===== src/rtl/imem_loader_pkg.sv =====
// Shared types and constants for the instruction-memory loader: FSM state
// encoding and the frame geometry (length prefix size, bytes per word).
package imem_loader_pkg;

    typedef enum logic [2:0] {
        LEN0 = 3'd0,
        LEN1 = 3'd1,
        DATA = 3'd2,
        CHK  = 3'd3,
        DONE = 3'd4,
        ERR  = 3'd5
    } state_t;

    localparam int LEN_BYTES      = 2;
    localparam int BYTES_PER_WORD = 4;

endpackage


===== src/rtl/imem_loader_byte_packer.sv =====
// Packs a little-endian byte stream into 32-bit words; the 4th byte is passed
// straight through as the MSB so the word is available in the same cycle.
module byte_packer
    import imem_loader_pkg::*;
(
    input  logic        clk,
    input  logic        rst,
    input  logic        clr,
    input  logic        byte_valid,
    input  logic [7:0]  byte_in,
    output logic [31:0] word,
    output logic        word_valid
);
    localparam int IDX_W = $clog2(BYTES_PER_WORD);
    localparam logic [IDX_W-1:0] LAST_IDX = IDX_W'(BYTES_PER_WORD - 1);

    logic [IDX_W-1:0] idx;
    logic [23:0]      shift;

    always_ff @(posedge clk or posedge rst) begin
        if (rst) begin
            idx <= '0;
        end else if (clr) begin
            idx <= '0;
        end else if (byte_valid) begin
            idx <= idx + 1'b1;
        end
    end

    // Byte lane contents are only meaningful once idx says so; no reset needed.
    always_ff @(posedge clk) begin
        if (byte_valid) begin
            shift <= {byte_in, shift[23:8]};
        end
    end

    assign word       = {byte_in, shift};
    assign word_valid = byte_valid && (idx == LAST_IDX);

endmodule


===== src/rtl/imem_loader.sv =====
// Byte-stream program loader for the CPU instruction memory; holds the CPU in
// reset until a complete image is written. Define IMEM_LOADER_CHECKSUM_EN to require a trailing XOR checksum byte.
module imem_loader
    import imem_loader_pkg::*;
#(
    parameter int ADDR_W    = 10,
    parameter int MAX_WORDS = 1024
) (
    input  logic              clk,
    input  logic              rst,
    input  logic              start,
    input  logic              in_valid,
    output logic              in_ready,
    input  logic [7:0]        in_data,
    output logic              mem_we,
    output logic [ADDR_W-1:0] mem_addr,
    output logic [31:0]       mem_wdata,
    output logic              cpu_hold,
    output logic              done,
    output logic              error
);
    localparam logic [16:0] MAX_LEN = 17'(MAX_WORDS);

    state_t      state;
    state_t      state_next;
    logic        xfer;
    logic        data_xfer;
    logic        clr;
    logic        last_word;
    logic [7:0]  len_lo;
    logic [15:0] len;
    logic [15:0] len_in;
    logic [15:0] word_cnt;
    logic [31:0] pk_word;
    logic        pk_valid;
`ifdef IMEM_LOADER_CHECKSUM_EN
    logic [7:0]  chk;
`endif

    assign in_ready  = (state == LEN0) || (state == LEN1) ||
                       (state == DATA) || (state == CHK);
    assign xfer      = in_valid && in_ready;
    assign data_xfer = xfer && (state == DATA);
    assign len_in    = {in_data, len_lo};
    assign last_word = pk_valid && (word_cnt == len - 16'd1);
    assign done      = (state == DONE);
    assign error     = (state == ERR);

    byte_packer u_packer (
        .clk        (clk),
        .rst        (rst),
        .clr        (clr),
        .byte_valid (data_xfer),
        .byte_in    (in_data),
        .word       (pk_word),
        .word_valid (pk_valid)
    );

    always_comb begin
        state_next = state;
        clr        = 1'b0;
        case (state)
            LEN0: begin
                if (xfer) state_next = LEN1;
            end
            LEN1: begin
                if (xfer) begin
                    if (len_in == 16'd0) begin
`ifdef IMEM_LOADER_CHECKSUM_EN
                        state_next = CHK;
`else
                        state_next = DONE;
`endif
                    end else if ({1'b0, len_in} > MAX_LEN) begin
                        state_next = ERR;
                    end else begin
                        state_next = DATA;
                    end
                end
            end
            DATA: begin
                if (last_word) begin
`ifdef IMEM_LOADER_CHECKSUM_EN
                    state_next = CHK;
`else
                    state_next = DONE;
`endif
                end
            end
`ifdef IMEM_LOADER_CHECKSUM_EN
            CHK: begin
                if (xfer) state_next = (in_data == chk) ? DONE : ERR;
            end
`endif
            DONE, ERR: begin
                if (start) begin
                    state_next = LEN0;
                    clr        = 1'b1;
                end
            end
            default: state_next = LEN0;
        endcase
    end

    always_ff @(posedge clk or posedge rst) begin
        if (rst) begin
            state <= LEN0;
        end else begin
            state <= state_next;
        end
    end

    // Write port and counters; the write lands one cycle after the 4th byte.
    always_ff @(posedge clk or posedge rst) begin
        if (rst) begin
            len_lo    <= '0;
            len       <= '0;
            word_cnt  <= '0;
            mem_we    <= 1'b0;
            mem_addr  <= '0;
            mem_wdata <= '0;
            cpu_hold  <= 1'b1;
        end else begin
            mem_we   <= pk_valid;
            // Release the CPU only once DONE has been held for a cycle.
            cpu_hold <= (state != DONE) || start;
            if (state == LEN0 && xfer) len_lo <= in_data;
            if (state == LEN1 && xfer) len    <= len_in;
            if (pk_valid) begin
                mem_wdata <= pk_word;
                mem_addr  <= word_cnt[ADDR_W-1:0];
                word_cnt  <= word_cnt + 16'd1;
            end
            if (clr) word_cnt <= '0;
        end
    end

`ifdef IMEM_LOADER_CHECKSUM_EN
    always_ff @(posedge clk or posedge rst) begin
        if (rst) begin
            chk <= '0;
        end else if (clr) begin
            chk <= '0;
        end else if (data_xfer) begin
            chk <= chk ^ in_data;
        end
    end
`endif

endmodule

===== config.mk =====
export PLATFORM = sky130hd
export DESIGN_NAME = imem_loader
export DESIGN_NICKNAME = d
export VERILOG_FILES = /design/src/rtl/imem_loader_pkg.sv /design/src/rtl/imem_loader_byte_packer.sv /design/src/rtl/imem_loader.sv
export SDC_FILE = /design/constraint.sdc
export NUM_CORES = 1
export LEC_CHECK = 0
export CELL_PAD_IN_SITES_DETAIL_PLACEMENT = 0
export CELL_PAD_IN_SITES_GLOBAL_PLACEMENT = 1
export CORE_MARGIN = 3
export CORE_UTILIZATION = 40
export CTS_CLUSTER_SIZE = 24
export DETAILED_ROUTE_END_ITERATION = 7
export PLACE_DENSITY = 0.69
export SLEW_MARGIN = 30
export SYNTH_ARGS = -nofsm -noshare
export SYNTH_HDL_FRONTEND = slang
export SYNTH_SLANG_ARGS = --single-unit

===== constraint.sdc =====
create_clock -name clk -period 3.95 [get_ports clk]
set_input_delay 0.395 -clock clk [delete_from_list [all_inputs] [get_ports clk]]
set_output_delay 0.395 -clock clk [all_outputs]
set_load 0.02 [all_outputs]

==> results of run 1 <==
## kinds of logic (layout without fill, tap and decap cells)
logic type	after synthesis	after routing
XOR/XNOR	36	36
adder cells (fa/ha/maj)	3	3
multiplexers	38	38
flip-flops	113	113
AND/OR/NAND/NOR	176	176
AO/OA/AOI/OAI	26	26
buffers and inverters	23	105
## worst max-delay path: stages (launching register included)
cell	delay, ns
sky130_fd_sc_hd__dfrtp_1	0.45
sky130_fd_sc_hd__and4bb_1	0.32
sky130_fd_sc_hd__nand2_2	0.07
sky130_fd_sc_hd__buf_4	0.26
sky130_fd_sc_hd__nor4_1	0.52
sky130_fd_sc_hd__nand4_1	0.17
sky130_fd_sc_hd__a2111oi_2	0.44
sky130_fd_sc_hd__o21bai_1	0.18
## worst max-delay path by stage
stage | from | end | slack [ns]
detailed placement | in_valid | state[2] | 1.13
global placement | in_valid | state[2] | 1.18
CTS | state[0] | state[2] | 1.45
finish | state[0] | state[2] | 1.43
floorplan | rst | len[0] | 1.25
global route | state[0] | state[2] | 1.29
## cell type report
cell class                 count  area, um2  share of cell area (%)
clock buffer                  21        460                    7.34
sequential                   113       2950                    47.0
inverter                       9       36.3                   0.578
multi-input combinational    279       1820                    28.9
clock inverter                11        210                    3.35
tap                          143        179                    2.85
timing repair buffer          64        626                    9.97
## layer usage
| layer | share of wire, % | wire length, um | vias to the layer above |
|---|---|---|---|
| met1 | 49 | 5020 | 1577 |
| met3 | 3.5 | 361 | 16 |
| met4 | 1.9 | 199 | 0 |
| met5 | 0 | 0 | - |
| li1 | - | - | 1555 |
| met2 | 46 | 4760 | 62 |
## per-stage QoR
stage / worst slack, ns / hold slack, ns
after global routing: 1.29 / 0.310
after global placement: 1.18 / 0.420
after detailed placement: 1.13 / 0.428
after floorplan: 1.25 / 0.415
after CTS: 1.45 / 0.259
final: 1.43 / 0.263
## power breakdown
group / switching [mW] / leakage, nW / internal, mW
Clock: 0.520 / 0.315 / 1.21
Sequential: 0.207 / 1.40 / 1.34
Combinational: 0.320 / 1.03 / 0.350
Total: 1.05 / 2.75 / 2.90
## cell usage in the layout, fill, tap and decap left out, types with 3 or more instances in the layout
cell type                         instances
sky130_fd_sc_hd__inv_1                    7
sky130_fd_sc_hd__nor2b_1                  5
sky130_fd_sc_hd__dfrtp_1                 88
sky130_fd_sc_hd__a21oi_1                  6
sky130_fd_sc_hd__nand3_1                 11
sky130_fd_sc_hd__and3_1                   3
sky130_fd_sc_hd__o21ai_1                  4
sky130_fd_sc_hd__buf_4                    6
sky130_fd_sc_hd__o21ai_0                  7
sky130_fd_sc_hd__xor2_1                  15
sky130_fd_sc_hd__nand2_1                 93
sky130_fd_sc_hd__ha_1                     3
sky130_fd_sc_hd__clkbuf_16               17
sky130_fd_sc_hd__edfxtp_1                24
sky130_fd_sc_hd__xnor2_1                 21
sky130_fd_sc_hd__nor2_1                  27
sky130_fd_sc_hd__clkdlybuf4s50_1         58
sky130_fd_sc_hd__mux2_2                  36
sky130_fd_sc_hd__nand4_1                  8
sky130_fd_sc_hd__bufinv_16                6
sky130_fd_sc_hd__nor4_1                   3
sky130_fd_sc_hd__clkinvlp_4               3
## registers in the layout (all words and copies together) (netlist names)
name	cells
mem_wdata	32
u_packer.shift	24
len	16
word_cnt	16
mem_addr	10
len_lo	8
state	3
u_packer.idx	2
cpu_hold	1
mem_we	1
==> flow_summary_export.csv, run 1 <==
group,metric,value,unit
logic_synthesis,synth_top_area_share,45.3,%
logic_synthesis,syn_area_per_cell,11.7,um2
cts,post_cts_resized,0,
cts,worst_skew_pair.late_latency,0.41,ns
logic_synthesis,synth_xor_xnor_area_share,6.48,%
placement,dpl.hpwl,7.09,mm
logic_synthesis,synth_nets,430,
logic_synthesis,most_frequently_used_cell_type_in_the_post_synthesis_netlist,"sky130_fd_sc_hd__nand2_1",
global_route,grt_util_all_layers,17.1,%
timing,timing.slew.headroom,40.8,%
detailed_routing,postRouteAntennaNets,0,
cts,clock_tree.root_cell,"sky130_fd_sc_hd__clkbuf_16",
worst_setup_path,rr_endpoint,"state[2]",
worst_setup_path,crit_arrival,2.86,ns
logic_synthesis,synth-async-reset-ratio,78.8,%
global_route,grt_remaining_overflow,0,
placement,place.detailed.instances,608,
logic_synthesis,yosysWarningCount,0,
logic_synthesis,synth_fa_ha_area_share,0.771,%
cts,cts.repair_timing.setup_buffer_count,0,
timing,setup-tns-final,0,ns
power,cellLeakagePower,2.75,nW
timing,timing_worst_slew_pin_value,0.888,ns
power,finalPower,3.94,mW
timing,maxClockFrequency,397,MHz
logic_synthesis,yosysUniqueCellTypes,51,
timing,rsz0062_at_grt,"no",
final_layout,layout-drive-gt1-share,17.3,%
global_route,met2_usage,25.2,%
logic_synthesis,postSynthRegisterBits,113,
worst_setup_path,cp_data_required_time,4.29,ns
final_layout,final-instance-count-excl-fill,640,
timing,timing.final.crit_period,2.52,ns
global_route,grt.met3_usage,4.56,%
floorplan,initial_utilization,41.7,%
floorplan,floorplan.die_area,13500,um2
final_layout,fillerInstances,1017,
logic_synthesis,synth_common_cells,"sky130_fd_sc_hd__nand2_1 (93), sky130_fd_sc_hd__dfrtp_1 (88), sky130_fd_sc_hd__mux2_2 (36), sky130_fd_sc_hd__nor2_1 (27), sky130_fd_sc_hd__edfxtp_1 (24)",
detailed_routing,detail_route.wirelength,10.3,mm
timing,finalCritPeriodShare,63.8,%
logic_synthesis,top_cells_by_area_in_the_synthesized_netlist,"sky130_fd_sc_hd__dfrtp_1 (45%), sky130_fd_sc_hd__edfxtp_1 (15%), sky130_fd_sc_hd__mux2_2 (8.3%), sky130_fd_sc_hd__nand2_1 (7.2%), sky130_fd_sc_hd__xnor2_1 (3.8%)",
detailed_routing,drt-pass1-iter-count,4,
worst_setup_path,r2r_start,"state[0]",
cts,cts_tree,"yes",
placement,io_buffer_count,58,
global_route,antenna_found_initial,0,
logic_synthesis,synth_seq_area_share,60.6,%
worst_hold_path,hold_path.class,"primary input to asynchronous set/reset pin",
worst_setup_path,cp-end-kind,"flip-flop",
logic_synthesis,synth_compound_gate_area_share,3.34,%
cts,worst_setup_hold_path_clk_slew,0.05,ns
floorplan,die_width,116,um
worst_setup_path,startpoint_type,"flip-flop",
detailed_routing,detail_route.drc_violations,0,
cts,cts_inserted_buffers,17,
final_layout,antenna_cells_inserted,0,
cts,cts_max_level,4,
floorplan,core_area,11700,um2
detailed_routing,drtIter0Drc,209,
logic_synthesis,syn_std_cell_area,4870,um2
timing,final-max-slew-violation-count,0,
cts,sink_count,113,
logic_synthesis,post_synth_mux_area_share,8.74,%
worst_setup_path,r2r.worst_path.cells,7,
cts,cts-root-to-sink-buffers,2,
detailed_routing,drt-vias-per-instance,5.02,
floorplan,num_io_pins,59,
worst_setup_path,critPathKind,"flip-flop to flip-flop",
global_route,grt-busiest-layer,"met2",
logic_synthesis,yosys_most_used_dff,"sky130_fd_sc_hd__dfrtp_1",
final_layout,num-nets-final,499,
floorplan,floorplan.die.height,116,um
global_route,grt_pass1_vias,3305,
global_route,first_pass_grt_wire_length,17.3,mm
status,status,"completed",
cts,cts-hold-fix-buffers,0,
timing,timing_hold_violations_final,0,
logic_synthesis,number_of_standard_cells_after_synthesis,415,
floorplan,placement_rows,39,
global_route,grt_max_degree,44,
flow_run,max_cap_viol_count,0,
timing,timing.final.setup_violations,0,
placement,routabilityCongestion,0.790,
final_layout,areaGrowthSynthToFinish,29.0,%
placement,post_dp_cell_area,5610,um2
power,ir_worst_vdd,0.287,mV
detailed_routing,wire_length_per_cell_after_detailed_routing,16.2,um
worst_setup_path,worst-path-max-fanout,33,
final_layout,utilization,53.8,%
global_route,gr-usage-met1,23.5,%
final_layout,post-route-cell-area,6280,um2
logic_synthesis,synth-edff-count,24,
detailed_routing,num_vias,3210,
worst_setup_path,reg2reg_slack,1.43,ns
logic_synthesis,yosys.area_share.simple,18.0,%
logic_synthesis,synth_top_family_by_area,"simple AND/OR/NAND/NOR gates",
timing,timing.clock.skew,0.00549,ns
power,power_per_cell_area,628,nW/um2
logic_synthesis,dominant_cell_type_by_area_after_synthesis,"sky130_fd_sc_hd__dfrtp_1",
Note: power is estimated with default switching activity, not from simulation.
==> run 2: changes to the inputs <==
--- a/config.mk
+++ b/config.mk
@@ -11,7 +11,7 @@
 export CORE_UTILIZATION = 40
 export CTS_CLUSTER_SIZE = 24
 export DETAILED_ROUTE_END_ITERATION = 7
-export PLACE_DENSITY = 0.69
+export PLACE_DENSITY = 0.72
 export SLEW_MARGIN = 30
 export SYNTH_ARGS = -nofsm -noshare
 export SYNTH_HDL_FRONTEND = slang
==> constraint.sdc (replaced) <==
create_clock -name clk -period 2.1 [get_ports clk]
set_input_delay 0.21 -clock clk [delete_from_list [all_inputs] [get_ports clk]]
set_output_delay 0.21 -clock clk [all_outputs]
set_load 0.02 [all_outputs]
==> run 2 against run 1 <==
Against the previous run: the run now ends with setup timing left; routed wire length rose by 5.2%; clock skew rose by 0.0077 ns; global-route usage is 0.081 points lower; die area did not move; total power rose by 96%; critical path depth increased by 1; count of clock-buffer cells in the layout down 3; critical endpoint unchanged; largest cell class unchanged.
==> flow_summary_export.csv, run 2 (synthesized netlist as in run 1, its figures left out) <==
group,metric,value,unit
status,status,"finished, violations left",
status,violations_in_the_final_reports,"setup timing",
final_layout,layout.cells.most_common_list,"sky130_fd_sc_hd__nand2_1 (93), sky130_fd_sc_hd__dfrtp_1 (88), sky130_fd_sc_hd__clkdlybuf4s50_1 (56)",
final_layout,layout-drive-gt1-share,24.7,%
placement,dpl.hpwl,7.02,mm
worst_setup_path,cpMaxStageDelayCell,"sky130_fd_sc_hd__a2111oi_4",
flow_run,max_cap_viol_count,0,
worst_setup_path,worst-path-max-fanout,5,
power,power_per_cell_area,1160,nW/um2
worst_setup_path,startpoint_type,"flip-flop",
final_layout,utilization,57.2,%
worst_setup_path,cp_data_required_time,2.43,ns
final_layout,fillerInstances,994,
timing,timing.final.crit_period,2.20,ns
worst_hold_path,hold_path.class,"primary input to asynchronous set/reset pin",
detailed_routing,drt-vias-per-instance,5.09,
timing,final_setup_margin,-0.0979,ns
power,seqPwrFrac,36.4,%
global_route,grt_max_degree,90,
power,switching_power,2.27,mW
timing,final-max-slew-violation-count,0,
floorplan,placement_rows,39,
power,switching_share,29.3,%
placement,post_dp_cell_area,5870,um2
global_route,antenna_found_initial,0,
final_layout,top_registers,"mem_wdata (32), u_packer.shift (24)",
cts,sink_count,113,
power,ir_worst_vdd,0.835,mV
timing,maxClockFrequency,455,MHz
timing,timing_worst_slew_pin_value,0.504,ns
detailed_routing,drtIter0Drc,234,
cts,cts_max_level,4,
power,cellInternalPower,5.48,mW
cts,worst_skew_pair.late_latency,0.41,ns
global_route,grt_remaining_overflow,0,
power,power.combinational.fraction,24.6,%
timing,timing.clock.skew,0.0132,ns
floorplan,initial_utilization,41.7,%
timing,timing_hold_violations_final,0,
cts,cts_tree,"yes",
worst_setup_path,cp-end-kind,"flip-flop",
power,clock_power_share,39.0,%
floorplan,num_io_pins,59,
worst_setup_path,crit_arrival,2.53,ns
detailed_routing,postRouteAntennaNets,0,
detailed_routing,wire_length_per_cell_after_detailed_routing,16.1,um
cts,worst_setup_hold_path_clk_slew,0.06,ns
final_layout,post-route-cell-area,6670,um2
worst_setup_path,max_stage_delay,0.42,ns
cts,cts-root-to-sink-buffers,2,
worst_setup_path,path_buf_inv,1,
floorplan,die_width,116,um
power,cellLeakagePower,2.94,nW
placement,io_buffer_count,58,
detailed_routing,num_vias,3432,
cts,clock_tree.root_cell,"sky130_fd_sc_hd__clkbuf_16",
cts,cts_inserted_buffers,17,
detailed_routing,detail_route.drc_violations,0,
floorplan,floorplan.die.height,116,um
worst_setup_path,critical_path.cell_chain,"inv_2 > ha_4 > nor2b_1 > or3_4 > a31oi_4 > nand4_1 > a2111oi_4 > o21bai_1",
final_layout,num-nets-final,533,
timing,timing.slew.headroom,66.4,%
detailed_routing,drt-pass1-iter-count,4,
floorplan,floorplan.die_area,13500,um2
final_layout,areaGrowthSynthToFinish,37.1,%
final_layout,largest_register_ff_count,32,
timing,rsz0062_at_grt,"yes",
global_route,grt_util_all_layers,17.1,%
detailed_routing,detail_route.wirelength,10.9,mm
global_route,grt_pass1_vias,3480,
final_layout,max_flop_register,"mem_wdata",
floorplan,core_area,11700,um2
timing,timing.final.setup_violations,2,
worst_setup_path,critPathKind,"flip-flop to flip-flop",
cts,cts-hold-fix-buffers,0,
global_route,first_pass_grt_wire_length,17.8,mm
final_layout,layout.cells.most_common,"sky130_fd_sc_hd__nand2_1",
final_layout,antenna_cells_inserted,0,
worst_setup_path,cp_top_family,"compound AO/OA/AOI/OAI gates",
timing,finalCritPeriodShare,105,%
placement,routabilityCongestion,0.789,
run 2: changes by cell type in the layout (fill, tap and decap cells not counted), moves of 3 or more:
cell / delta
sky130_fd_sc_hd__buf_4: +27
sky130_fd_sc_hd__buf_12: +5
sky130_fd_sc_hd__clkinvlp_4: +5
sky130_fd_sc_hd__bufinv_16: -3
sky130_fd_sc_hd__inv_6: +3
run 2: power by group through the flow:
stage / Clock [mW] / Sequential [mW] / Combinational [mW]
floorplan: 0 / 2.84 / 0.970
global placement: 0 / 2.83 / 1.57
detailed placement: 0 / 2.84 / 1.58
CTS: 3.08 / 2.83 / 1.76
global route: 3.17 / 2.86 / 2.05
finish: 3.02 / 2.82 / 1.90
run 2: through the flow:
stage / setup WS, ns / TNS [ns] / hold WS, ns / total power [mW] / instances
3_3_place_gp: -0.239 / -2.49 / 0.417 / 4.40 / 635
5_1_grt: -0.178 / -0.333 / 0.324 / 8.09 / 674
6_report: -0.0979 / -0.178 / 0.255 / 7.75 / 674
2_1_floorplan: 0.121 / 0 / 0.304 / 3.81 / 415
3_5_place_dp: -0.300 / -3.27 / 0.421 / 4.43 / 635
4_1_cts: -0.0350 / -0.0647 / 0.302 / 7.66 / 671
run 2: area by class of cell:
| type | instances | area, um2 | share of cell area, % |
|---|---|---|---|
| Clock buffer | 18 | 450 | 6.75 |
| Tap cell | 143 | 179 | 2.68 |
| Timing Repair Buffer | 98 | 952 | 14.3 |
| Sequential cell | 113 | 2950 | 44.2 |
| Multi-Input combinational cell | 279 | 1920 | 28.8 |
| Clock inverter | 14 | 178 | 2.66 |
| Inverter | 9 | 37.5 | 0.563 |
run 2: what timing repair did:
item,in CTS,in global routing
pin swaps,9,9
resized for setup,13,9
setup endpoints to repair,3,9
setup buffers,4,3
run 2: path summary, 6_finish.rpt:
kind	startpoint	to	slack, ns	cells past startpoint
max	len[1]	state[2]	-0.1	8
min	rst	mem_we	0.25	3
max reg2reg	len[1]	state[2]	-0.1	8
min reg2reg	u_packer.shift[7]	mem_wdata[7]	0.44	2
max in group asynchronous	rst	len_lo[0]	1.42	3
min in group clk	start	cpu_hold	0.39	3
run 2: metal layers:
layer | vias up | share of wire, % | global-route usage, %
li1 | 1630 | - | -
met5 | - | 0 | 0
met3 | 12 | 3.0 | 3.94
met2 | 56 | 48 | 26.5
met4 | 0 | 1.2 | 6.81
met1 | 1734 | 48 | 23.2
run 2: worst register-to-register path: stages, from the launching register on:
cell,delay (ns)
sky130_fd_sc_hd__dfrtp_1,0.38
sky130_fd_sc_hd__inv_2,0.08
sky130_fd_sc_hd__ha_4,0.18
sky130_fd_sc_hd__nor2b_1,0.15
sky130_fd_sc_hd__or3_4,0.39
sky130_fd_sc_hd__a31oi_4,0.19
sky130_fd_sc_hd__nand4_1,0.16
sky130_fd_sc_hd__a2111oi_4,0.42
sky130_fd_sc_hd__o21bai_1,0.17
==> run 3: changes to the inputs <==
--- a/config.mk
+++ b/config.mk
@@ -5,6 +5,7 @@
 export SDC_FILE = /design/constraint.sdc
 export NUM_CORES = 1
 export LEC_CHECK = 0
+export CAP_MARGIN = 40
 export CELL_PAD_IN_SITES_DETAIL_PLACEMENT = 0
 export CELL_PAD_IN_SITES_GLOBAL_PLACEMENT = 1
 export CORE_MARGIN = 3
==> results of run 3 <==
Same layout as run 2: the final DEF is identical, and so are final timing and power.
